**config.mk**
```make
export PLATFORM = sky130hd
export DESIGN_NAME = timebin_capture
export DESIGN_NICKNAME = d
export VERILOG_FILES = /design/src/rtl/timebin_pkg.sv /design/src/rtl/bin_fifo.sv /design/src/rtl/timebin_capture.sv
export SDC_FILE = /design/constraint.sdc
export NUM_CORES = 1
export LEC_CHECK = 0
export BUFFER_PORTS_ARGS = -buffer_cell sky130_fd_sc_hd__buf_2
export CELL_PAD_IN_SITES_DETAIL_PLACEMENT = 0
export CELL_PAD_IN_SITES_GLOBAL_PLACEMENT = 2
export CORE_ASPECT_RATIO = 0.7
export CORE_UTILIZATION = 42
export CTS_CLUSTER_DIAMETER = 100
export CTS_CLUSTER_SIZE = 14
export DETAILED_ROUTE_END_ITERATION = 10
export GPL_TIMING_DRIVEN = 0
export PLACE_DENSITY_LB_ADDON = 0.15
export SLEW_MARGIN = 20
export SYNTH_ARGS = -nofsm -noshare
export SYNTH_HDL_FRONTEND = slang
export SYNTH_SLANG_ARGS = --single-unit
```
**constraint.sdc**
```tcl
create_clock -name clk -period 5.77 [get_ports clk]
set_input_delay 0.577 -clock clk [delete_from_list [all_inputs] [get_ports clk]]
set_output_delay 0.577 -clock clk [all_outputs]
set_load 0.05 [all_outputs]
```
**src/rtl/timebin_pkg.sv**
```systemverilog
// -----------------------------------------------------------------------------
// timebin_pkg
// Shared definitions for the time-bin capture block: count width, sequencer
// state encoding, FIFO entry layout and the bin-index width helper.
// No ports.
// -----------------------------------------------------------------------------
package timebin_pkg;

    localparam int unsigned COUNT_W     = 32;
    // Widest bin index an entry can carry; the top narrows it to the real width.
    localparam int unsigned BIN_INDEX_W = 16;

    typedef enum logic [2:0] {
        IDLE,
        ARM,
        RUN,
        CAPTURE,
        CLEAR,
        DRAIN
    } state_t;

    typedef struct packed {
        logic [BIN_INDEX_W-1:0] index;
        logic [COUNT_W-1:0]     count;
    } bin_entry_t;

    // Bin index width: $clog2 of the bin count, but never less than one bit.
    function automatic int unsigned idx_width(input int unsigned n);
        return (n > 1) ? $clog2(n) : 1;
    endfunction

endpackage

```
**src/rtl/bin_fifo.sv**
```systemverilog
// -----------------------------------------------------------------------------
// bin_fifo
// First-word-fall-through FIFO for captured bins. Pointers carry an extra wrap
// bit so full and empty are told apart without a separate counter.
// Ports:
//   clk, reset    - system clock, synchronous active-high reset (flushes)
//   i_push        - write request; dropped when full unless paired with a pop
//   i_push_data   - entry to write
//   o_full        - all DEPTH slots occupied
//   i_pop         - remove head entry (ignored when empty)
//   o_pop_data    - head entry, valid whenever o_empty is low
//   o_empty       - no entries held
// -----------------------------------------------------------------------------
module bin_fifo #(
    parameter int unsigned DEPTH = 8,
    parameter int unsigned WIDTH = 8
) (
    input  logic             clk,
    input  logic             reset,
    input  logic             i_push,
    input  logic [WIDTH-1:0] i_push_data,
    output logic             o_full,
    input  logic             i_pop,
    output logic [WIDTH-1:0] o_pop_data,
    output logic             o_empty
);

    localparam int unsigned AW = $clog2(DEPTH);

    logic [WIDTH-1:0] r_mem [DEPTH];
    logic [AW:0]      r_wr_ptr;
    logic [AW:0]      r_rd_ptr;
    logic             w_do_push;
    logic             w_do_pop;

    assign o_empty = (r_wr_ptr == r_rd_ptr);
    assign o_full  = (r_wr_ptr[AW] != r_rd_ptr[AW]) &&
                     (r_wr_ptr[AW-1:0] == r_rd_ptr[AW-1:0]);

    assign w_do_pop  = i_pop && !o_empty;
    // When full, a same-cycle pop frees exactly the slot the push writes into.
    assign w_do_push = i_push && (!o_full || w_do_pop);

    always_ff @(posedge clk) begin
        if (w_do_push) begin
            r_mem[r_wr_ptr[AW-1:0]] <= i_push_data;
        end
    end

    always_ff @(posedge clk) begin
        if (reset) begin
            r_wr_ptr <= '0;
            r_rd_ptr <= '0;
        end else begin
            if (w_do_push) begin
                r_wr_ptr <= r_wr_ptr + 1'b1;
            end
            if (w_do_pop) begin
                r_rd_ptr <= r_rd_ptr + 1'b1;
            end
        end
    end

    assign o_pop_data = r_mem[r_rd_ptr[AW-1:0]];

endmodule

```
**src/rtl/timebin_capture.sv**
```systemverilog
// -----------------------------------------------------------------------------
// timebin_capture
// Divides time into fixed bins of BIN_CYCLES RUN clocks, samples the external
// pulse counter at the end of each bin, clears it, and queues {index, count}
// pairs in a FWFT FIFO drained over a valid/ready stream.
// Ports:
//   clk, reset  - system clock, synchronous active-high reset
//   start       - begin an acquisition (sampled only in IDLE)
//   count_in    - running count from the pulse counter
//   count_clr   - clear strobe to the pulse counter (held high during reset)
//   bin_data    - count of head entry
//   bin_index   - bin number of head entry
//   bin_valid   - head entry present
//   bin_ready   - downstream accepts head entry
//   busy        - acquisition in progress (any state but IDLE)
//   done        - one-cycle pulse when the acquisition has fully drained
//   overflow    - sticky: a bin was dropped on a full FIFO
// -----------------------------------------------------------------------------
module timebin_capture
    import timebin_pkg::*;
#(
    parameter int unsigned BIN_CYCLES = 1000,
    parameter int unsigned NUM_BINS   = 16,
    parameter int unsigned DEPTH      = 8
) (
    input  logic                           clk,
    input  logic                           reset,
    input  logic                           start,
    input  logic [COUNT_W-1:0]             count_in,
    output logic                           count_clr,
    output logic [COUNT_W-1:0]             bin_data,
    output logic [idx_width(NUM_BINS)-1:0] bin_index,
    output logic                           bin_valid,
    input  logic                           bin_ready,
    output logic                           busy,
    output logic                           done,
    output logic                           overflow
);

    localparam int unsigned          IDX_W      = idx_width(NUM_BINS);
    localparam int unsigned          TIMER_W    = $clog2(BIN_CYCLES + 1);
    localparam logic [TIMER_W-1:0]   TIMER_LAST = TIMER_W'(BIN_CYCLES - 1);
    localparam logic [IDX_W-1:0]     IDX_LAST   = IDX_W'(NUM_BINS - 1);
    localparam int unsigned          ENTRY_W    = $bits(bin_entry_t);

    state_t             r_state;
    state_t             w_next_state;
    logic [TIMER_W-1:0] r_timer;
    logic [IDX_W-1:0]   r_bin_idx;
    logic               r_overflow;

    logic               w_push;
    logic               w_pop;
    logic               w_full;
    logic               w_empty;
    bin_entry_t         w_push_entry;
    bin_entry_t         w_head;
    logic [ENTRY_W-1:0] w_head_bits;

    // ---------------- sequencer ----------------
    always_ff @(posedge clk) begin
        if (reset) begin
            r_state <= IDLE;
        end else begin
            r_state <= w_next_state;
        end
    end

    always_comb begin
        w_next_state = r_state;
        count_clr    = reset;
        w_push       = 1'b0;
        done         = 1'b0;
        busy         = (r_state != IDLE);
        case (r_state)
            IDLE: begin
                if (start) begin
                    w_next_state = ARM;
                end
            end
            ARM: begin
                count_clr    = 1'b1;
                w_next_state = RUN;
            end
            RUN: begin
                if (r_timer == TIMER_LAST) begin
                    w_next_state = CAPTURE;
                end
            end
            CAPTURE: begin
                w_push       = !reset;
                w_next_state = CLEAR;
            end
            CLEAR: begin
                count_clr    = 1'b1;
                w_next_state = (r_bin_idx == IDX_LAST) ? DRAIN : RUN;
            end
            DRAIN: begin
                if (w_empty) begin
                    // Suppressed under reset so an aborted run never reports done.
                    done         = !reset;
                    w_next_state = IDLE;
                end
            end
            default: begin
                w_next_state = IDLE;
            end
        endcase
    end

    // ---------------- bin timer, index, overflow ----------------
    always_ff @(posedge clk) begin
        if (reset) begin
            r_timer    <= '0;
            r_bin_idx  <= '0;
            r_overflow <= 1'b0;
        end else begin
            case (r_state)
                ARM: begin
                    r_timer    <= '0;
                    r_bin_idx  <= '0;
                    r_overflow <= 1'b0;
                end
                RUN: begin
                    r_timer <= r_timer + 1'b1;
                end
                CAPTURE: begin
                    if (w_push && w_full && !w_pop) begin
                        r_overflow <= 1'b1;
                    end
                end
                CLEAR: begin
                    r_timer <= '0;
                    if (r_bin_idx != IDX_LAST) begin
                        r_bin_idx <= r_bin_idx + 1'b1;
                    end
                end
                default: begin
                end
            endcase
        end
    end

    // ---------------- entry queue ----------------
    // count_in is written straight into the FIFO slot, which is the capture register.
    always_comb begin
        w_push_entry       = '0;
        w_push_entry.index = BIN_INDEX_W'(r_bin_idx);
        w_push_entry.count = count_in;
    end

    assign w_pop = !w_empty && bin_ready;

    bin_fifo #(
        .DEPTH (DEPTH),
        .WIDTH (ENTRY_W)
    ) u_bin_fifo (
        .clk         (clk),
        .reset       (reset),
        .i_push      (w_push),
        .i_push_data (w_push_entry),
        .o_full      (w_full),
        .i_pop       (w_pop),
        .o_pop_data  (w_head_bits),
        .o_empty     (w_empty)
    );

    assign w_head    = bin_entry_t'(w_head_bits);
    assign bin_valid = !w_empty;
    assign bin_data  = w_head.count;
    assign bin_index = IDX_W'(w_head.index);
    assign overflow  = r_overflow;

endmodule

```
==> results.md, run 1 <==
Drt:
- The first TritonRoute pass finished after 5 iterations.
- The starting DRC count in detailed routing is 484.
- The average wire per cell in the routed design is 22.0 microns.
- The total length of routed wires is 25.7 mm.
- The routed via count is 6225.
- The average vias per placed instance is 5.33.
- The final routed DRC violation total is 0.
- The number of nets still failing antenna checks after routing is 0.

STA:
- The highest achievable clock rate is 288 MHz.
- In this run the tightest slew margin relative to its limit is 40.0%.
- The clock period minus worst slack is 3470 ps.
- The count of pins over their slew limit was 0.
- The actual transition at the worst max-transition pin is 892 ps.
- The final number of setup-violating endpoints is 0.
- The final critical path takes up 60.1% of the cycle.
- The final hold violation count came to 0.
- Across the routed clock network, the largest skew measured is 13.4 ps.
- Hold is met by 308 ps.
- Setup repair after global routing left no endpoint under its margin.

Synth:
- The portion of the post-synthesis area used by sequential elements is 74.4%.
- The xor and xnor fraction of the mapped netlist area is 0.676%.
- For this run, the number of Yosys warnings is 0.
- The average instance in the mapped netlist occupies 20.4 sq um.
- The synthesized netlist net count is 647.
- The most frequent cell after synthesis is edfxtp_1.
- Counting instances in the post-synthesis netlist gives the leading cell types as edfxtp_1 (288), mux4_2 (72), mux2_2 (37), dfxtp_1 (29), nor2_1 (21).
- Of all flip-flops after synthesis, the portion carrying an async set or reset was 0%.
- Summing every instance area after synthesis gives 12400 sq um.
- The count of unique library cells instantiated by Yosys is 55.
- The most area-hungry cell type in the Yosys netlist is edfxtp_1.
- The combinational family with the most area after synthesis is multiplexers.
- Summing the areas of all compound-gate instances in the mapped netlist gives 2.08% of the synthesized area.
- In this run, synthesis produced a sequential element count of 317.
- After Yosys synthesis, and, or, nand and nor cells account for 4.09% of the synthesized area.
- The prevailing post-synth register cell is edfxtp_1.
- In this run the biggest area consumer among cell types represents 69.8% of the synthesized area.
- Of the post-synthesis cell area, the part taken by muxes is 17.1%.
- The fraction of the mapped netlist area in adder cells is 0.404%.
- The number of instances in the synthesized netlist is 607.
- Yosys attributes the largest share of cell area to edfxtp_1 (70%), mux4_2 (13%), dfxtp_1 (4.7%), mux2_2 (3.4%), nor2_1 (0.64%).
- The number of synthesized flops with an enable pin is 288.

Final layout:
- The post-route non-filler standard cell count is 1167.
- The number of filler cells placed in the layout is 2378.
- The area growth from synthesis to layout is 16.3%.
- The final layout contains 808 nets.
- The fraction of final layout cells sized beyond drive strength 1 is 38.2%.

Power:
- The net switching power is 1010 uW.
- Power spread over the standard cell area amounts to 314 nW/um^2.
- Net switching is 22.3% of the power.
- The clock network accounts for 36.0% of the total power.
- Of the total power, combinational logic draws 8.4%.
- The sequential group share of total power is 55.5%.
- The internal power is 3520 uW.
- The analysis attributes to cell leakage a power of 0.00478 uW.
- IR analysis of the VDD net gives a maximum drop of 221 uV.

Setup path:
- Among cell families on the critical path, the largest total delay comes from buffers and inverters.
- The endpoint class of the critical path is an output pin.
- STA classifies the critical path startpoint as a flip-flop.
- In this design, the stage delay of the slowest critical-path cell is 660 ps.
- At the worst endpoint, the required time is 5190 ps.
- On the critical path, the stage with the largest delay is an instance of clkbuf_1.
- Of all nets on the critical path, the largest fanout is 10.
- Among the stages of the critical path, the cell type that occurs most often is clkbuf_1.
- At the worst endpoint, the arrival time is 2890 ps.
- The number of buffers and inverters on the critical path is 3.
- The category of the most critical setup path is flip-flop to output pin.
- Walking the worst path, the cells encountered are clkbuf_1 > clkbuf_1 > mux4_2 > mux2_2 > buf_2.

Floorplanning:
- From left edge to right edge, the die measures 207 microns.
- The placement row count is 52.
- The height of the chip is 146 microns.
- 77 I/O pins were placed.
- The total area inside the core boundary comes to 29000 sq um.
- The die footprint is 30200 sq um.
- Once the floorplan was initialized, standard cells occupied 42.8% of the core.

CTS:
- The total clock buffers created by CTS is 26.
- In this run the number of H-tree levels came out at 1.
- Clock-pin slew was measured on the worst setup and hold paths at 70 ps.
- The deepest clock path buffer count is 3.
- Hold repair after CTS inserted 0 buffers.
- Post-CTS repair changed the size of 0 cells.
- The TritonCTS clock tree is built.
- Clock latency on the worst-skew pair, taken at its later pin, is 540 ps.
- The number of setup buffers added after CTS is 0.
- CTS saw 317 sinks.
- The root cell of the clock tree is clkbuf_16.

Global route:
- The first-pass GRT wire length is 39.9 mm.
- The initial antenna violation count is 1.
- Across every metal layer, demand over resource in global routing totals 17.6%.
- Entering global routing, the biggest net connects 16 pins.
- After global routing the overflow that remains totals 0.
- The number of global-route vias before repair came to 6575.

Placed design:
- The wire-length estimate of the detail-placed layout is 17.8 mm.
- At the end of routability-driven placement, the weighted congestion stood at 0.730.
- The count of buffers from port buffering is 76.
- The number of placed instances, taps included is 1118.

Run status:
- The flow ran to the end, and the final reports show no timing, DRC or antenna violations.

Flow run:
- Across the run, the number of max-cap violations was 0.

Worst hold path:
- The path class of the tightest hold or removal check is input port to flip-flop.
kinds of logic (layout without fill, tap and decap cells):
group | Yosys count | in the layout
simple gates | 87 | 87
fa+ha+maj | 4 | 4
other cells | 0 | 1
mux | 117 | 117
flops | 317 | 317
buf+inv | 35 | 216
compound gates | 40 | 40
xor+xnor | 7 | 7
registers in the layout, indices dropped and copies added (netlist names), named ones only:
signal	flops
r_state	3
u_bin_fifo.r_wr_ptr	4
r_bin_idx	4
r_timer	10
u_bin_fifo.r_rd_ptr	4
u_bin_fifo.r_mem	288
overflow	1
area by class of cell:
class / count / area, sq um / area share, %
Sequential cell: 317 / 9230 / 64.0
Clock buffer: 47 / 751 / 5.21
Clock inverter: 1 / 6.26 / 0.0434
Timing Repair Buffer: 133 / 742 / 5.15
Multi-Input combinational cell: 255 / 3070 / 21.3
Tap cell: 378 / 473 / 3.28
Buffer: 28 / 123 / 0.850
Inverter: 7 / 26.3 / 0.182
Antenna cell: 1 / 2.50 / 0.0174
power groups by stage:
stage | sequential, uW | combinational (uW) | clock (uW)
6_report | 2520 | 382 | 1630
5_1_grt | 2520 | 413 | 1780
4_1_cts | 2520 | 389 | 1690
3_5_place_dp | 2570 | 388 | 0
3_3_place_gp | 2570 | 376 | 0
2_1_floorplan | 2570 | 275 | 0
path summary, 6_finish.rpt:
check / startpoint / end / slack, ps / depth (start not counted)
worst max-delay path: flip-flop / bin_data[31] / 2300 / 5
worst min-delay path: count_in[15] / u_bin_fifo.r_mem[2][15] / 310 / 1
worst max register to register: u_bin_fifo.r_wr_ptr[0] / u_bin_fifo.r_mem[3][17] / 2670 / 10
worst min register to register: r_timer[8] / r_timer[8] / 490 / 2
metrics by stage:
step | worst slack, ps | util, % | setup TNS [ps] | cell area, sq um | power (uW)
floorplan | 387 | - | 0 | 12400 | 2840
global placement | -3900 | 45.8 | -839450 | 13300 | 2950
detailed placement | 2640 | 47.2 | 0 | 13700 | 2960
CTS | 2270 | 49.8 | 0 | 14400 | 4600
global route | 2180 | 49.8 | 0 | 14400 | 4710
finish | 2300 | 49.8 | 0 | 14400 | 4530
worst register-to-register path: cells and delay by family (launching register included):
kind / cells / cell delay (ps)
AND/OR/NAND/NOR: 2 / 600
XOR/XNOR: 1 / 300
AO/OA/AOI/OAI: 1 / 310
buffers and inverters: 6 / 1260
flip-flops: 1 / 330
routing by layer:
layer | up-vias | track usage [%] | share of wire, % | routed length [microns]
li1 | 2836 | - | - | -
met5 | - | 0 | 0.051 | 13
met2 | 123 | 27.1 | 46 | 11900
met1 | 3233 | 26.4 | 48 | 12300
met4 | 2 | 3.47 | 1.5 | 393
met3 | 31 | 3.19 | 4.1 | 1040
cells in the final DEF, fill, tap and decap left out, types with 3 or more instances in the layout:
cell type	Yosys	routed
mux2_1	3	3
buf_1	3	3
nand3_1	6	6
dfxtp_1	29	29
nor3_1	7	5
clkbuf_1	13	33
edfxtp_1	288	288
nand2_1	10	10
and3_1	5	5
nand4_1	5	5
ha_1	4	4
xor2_1	4	4
a21oi_1	13	13
nor2b_1	4	4
o21ai_0	10	10
inv_1	6	6
mux4_2	72	72
buf_4	1	19
clkbuf_16	0	27
buf_2	11	121
nor4_2	1	5
mux2i_1	5	5
buf_6	0	5
or3_1	3	3
nor2_1	21	21
mux2_2	37	37
Power figures use the tool's default switching activity.
==> run 2: changes to the inputs <==
--- a/config.mk
+++ b/config.mk
@@ -9,7 +9,7 @@
 export CELL_PAD_IN_SITES_DETAIL_PLACEMENT = 0
 export CELL_PAD_IN_SITES_GLOBAL_PLACEMENT = 2
 export CORE_ASPECT_RATIO = 0.7
-export CORE_UTILIZATION = 42
+export CORE_UTILIZATION = 47
 export CTS_CLUSTER_DIAMETER = 100
 export CTS_CLUSTER_SIZE = 14
 export DETAILED_ROUTE_END_ITERATION = 10
==> constraint.sdc (replaced) <==
create_clock -name clk -period 3.3 [get_ports clk]
set_input_delay 0.33 -clock clk [delete_from_list [all_inputs] [get_ports clk]]
set_output_delay 0.33 -clock clk [all_outputs]
set_load 0.05 [all_outputs]
==> results.md, run 2 (synthesis gave the netlist of run 1 again) <==
Run status:
- Run status: finished, final reports clean (unchanged).

Drt:
- The total length of routed wires is 25.2 mm (was 25.7 mm).
- The routed via count was 6215 (was 6225).
- The first-pass iteration count of the detailed router is 5 (unchanged).
- The average vias per placed instance is 5.55 (was 5.33).
- The starting DRC count in detailed routing is 477 (was 484).
- The final routed DRC violation total is 0 (unchanged).
- The average wire per cell in the routed design is 22.5 microns (was 22.0 microns).
- The number of nets still failing antenna checks after routing was 0 (unchanged).

Final layout:
- The layout overhead on the synthesized area is 16.3% (about the same).
- The post-route non-filler standard cell count was 1120 (was 1167).
- The number of flip-flops under the largest register name is 288 (unchanged).
- The final-stage net count came to 782 (was 808).
- The number of filler cells placed in the layout came to 1980 (was 2378).
- The fraction of final layout cells sized beyond drive strength 1 was 36.4% (was 38.2%).
- Commonest cells after routing, fill and taps aside: edfxtp_1 (288), buf_2 (87), mux4_2 (72) (was edfxtp_1 (288), buf_2 (121), mux4_2 (72)).
- The register area was 9230 sq um (unchanged).
- The most common library cell in the layout ignoring fill and taps was edfxtp_1 (unchanged).
- The footprint of the multi-input gates was 3130 sq um (was 3070 sq um).

Setup path:
- The arrival time at the worst endpoint is 2810 ps (was 2890 ps).
- The maximum fanout encountered on the critical timing path is 10 (unchanged).
- The type of origin of the critical path is a flip-flop (unchanged).
- The endpoint class of the critical path is an output pin (unchanged).
- The worst endpoint required time was 2970 ps (was 5190 ps).
- The category of the most critical setup path is flip-flop to output pin (unchanged).

Global route:
- The initial antenna violation count is 0 (was 1).
- The global-route usage over all layers is 19.3% (was 17.6%).
- The number of global-route vias before repair is 6337 (was 6575).
- The total global routing overflow is 0 (unchanged).
- The first-pass GRT wire length is 38.6 mm (was 39.9 mm).
- The maximum number of pins on one net before global-route repair is 16 (unchanged).

STA:
- Unrepaired setup endpoints after global routing: no (unchanged).
- The worst clock skew on the final layout is 12.7 ps (was 13.4 ps).
- The remaining max-slew budget at the tightest pin is 45.0% (was 40.0%).
- The count of pins over their slew limit is 0 (unchanged).
- The summed negative setup slack over all endpoints came to 0 ps (unchanged).
- The clock period minus worst slack is 3140 ps.
- The highest achievable clock rate is 319 MHz.
- The final number of setup-violating endpoints is 0 (unchanged).
- The final worst setup slack came to 164 ps (was 2300 ps).
- Of the available clock period, the critical path in the final layout requires 95.0%.
- The final hold violation count is 0 (unchanged).
- The actual transition at the worst max-transition pin is 819 ps (was 892 ps).

Worst hold path:
- The worst hold-check path type is input port to flip-flop (unchanged).

Floorplanning:
- The die footprint is 27000 sq um (was 30200 sq um).
- The starting utilization of the core area is 48.0% (was 42.8%).
- The placement row count is 49 (was 52).
- The core area is 25800 sq um (was 29000 sq um).
- The die span in x is 196 microns (was 207 microns).
- The height of the chip is 138 microns (was 146 microns).
- The number of top-level design ports is 77 (unchanged).

Power:
- The overall power of the completed layout came to 7920 uW (was 4530 uW).
- The portion of total power attributed to the clock network is 35.9% (was 36.0%).
- The leakage power summed over all cells is 0.00469 uW (was 0.00478 uW).
- The worst-case vdd ir drop came to 462 uV (was 221 uV).
- The switching part of the total is 22.3% (about the same).
- The power density normalized to cell area is 549 nW/um^2 (was 314 nW/um^2).
- The internal power came to 6160 uW (was 3520 uW).
- The share of power burned in combinational logic came to 8.5% (was 8.4%).
- The sequential group share of total power came to 55.6% (was 55.5%).
- The net switching power is 1770 uW (was 1010 uW).

CTS:
- The clock network latency to the later pin of the worst-skew pair is 530 ps (was 540 ps).
- The number of buffers inserted by hold repair at cts came to 0 (unchanged).
- The total clock buffers created by CTS was 26 (unchanged).
- The number of clock sinks is 317 (unchanged).
- The clock transition at the registers of the reported paths is 70 ps (about the same).
- The deepest clock path buffer count is 3 (unchanged).
- The root cell of the clock tree is clkbuf_16 (unchanged).
- The TritonCTS clock tree is built (unchanged).
- The depth of the CTS H-tree is 1 (unchanged).

Placed design:
- The placer congestion estimate was 0.751 (was 0.730).
- The number of placed instances, taps included came to 1070 (was 1118).
- The worst-case setup slack after placement is 127 ps (was 2640 ps).
- The count of buffers from port buffering is 76 (unchanged).
- The detailed-placement wirelength estimate is 16.9 mm (was 17.8 mm).

Flow run:
- The number of violations of the max-capacitance limit was 0 (unchanged).
run 2: final cells by class:
class | count | area share, %
Antenna cell | 1 | 0.0173
Multi-Input combinational cell | 255 | 21.7
Inverter | 7 | 0.182
Buffer | 28 | 0.867
Sequential cell | 317 | 64.0
Tap cell | 357 | 3.10
Timing Repair Buffer | 107 | 4.88
Clock inverter | 1 | 0.0520
Clock buffer | 47 | 5.20
run 2: metrics by stage:
stage | area (sq um) | hold WS (ps) | util, %
floorplan | 12400 | 429 | -
global placement | 13300 | 456 | 51.4
detailed placement | 13700 | 460 | 52.9
CTS | 14400 | 29.6 | 55.8
global route | 14400 | 47.3 | 55.9
finish | 14400 | 61.0 | 55.9
run 2: worst max-delay path: stages, from the launching register on:
cell and delay, ps:
dfxtp_1 300, clkbuf_1 410, clkbuf_1 640, mux4_2 400, mux2_2 300, buf_2 220
run 2: final timing paths:
path / from / to / slack (ps) / cells after the start
worst max-delay path: flip-flop / bin_data[20] / 160 / 5
worst max register to register: u_bin_fifo.r_wr_ptr[0] / u_bin_fifo.r_mem[2][28] / 190 / 8
worst min register to register: r_timer[8] / r_timer[8] / 470 / 2
worst min-delay path: count_in[18] / u_bin_fifo.r_mem[4][18] / 60 / 1
run 2: power by group through the flow:
stage                     logic, uW  clock network, uW  registers [uW]
after floorplan                 484                  0            4490
after global placement          655                  0            4490
after detailed placement        679                  0            4490
after CTS                       682               2930            4400
after global routing            726               3050            4400
final                           674               2850            4400
run 2: routing by layer:
layer | part of all wire [%] | track usage (%) | vias up
li1 | - | - | 2799
met1 | 47 | 28.4 | 3234
met4 | 1.7 | 4.30 | 0
met3 | 4.4 | 2.99 | 31
met5 | 0 | 0 | -
met2 | 47 | 30.8 | 151
run 2: repair_timing:
item                       4_1_cts  5_1_grt
setup endpoints to repair        0       12
buffers inserted                 0        1
gates resized for setup          0        4
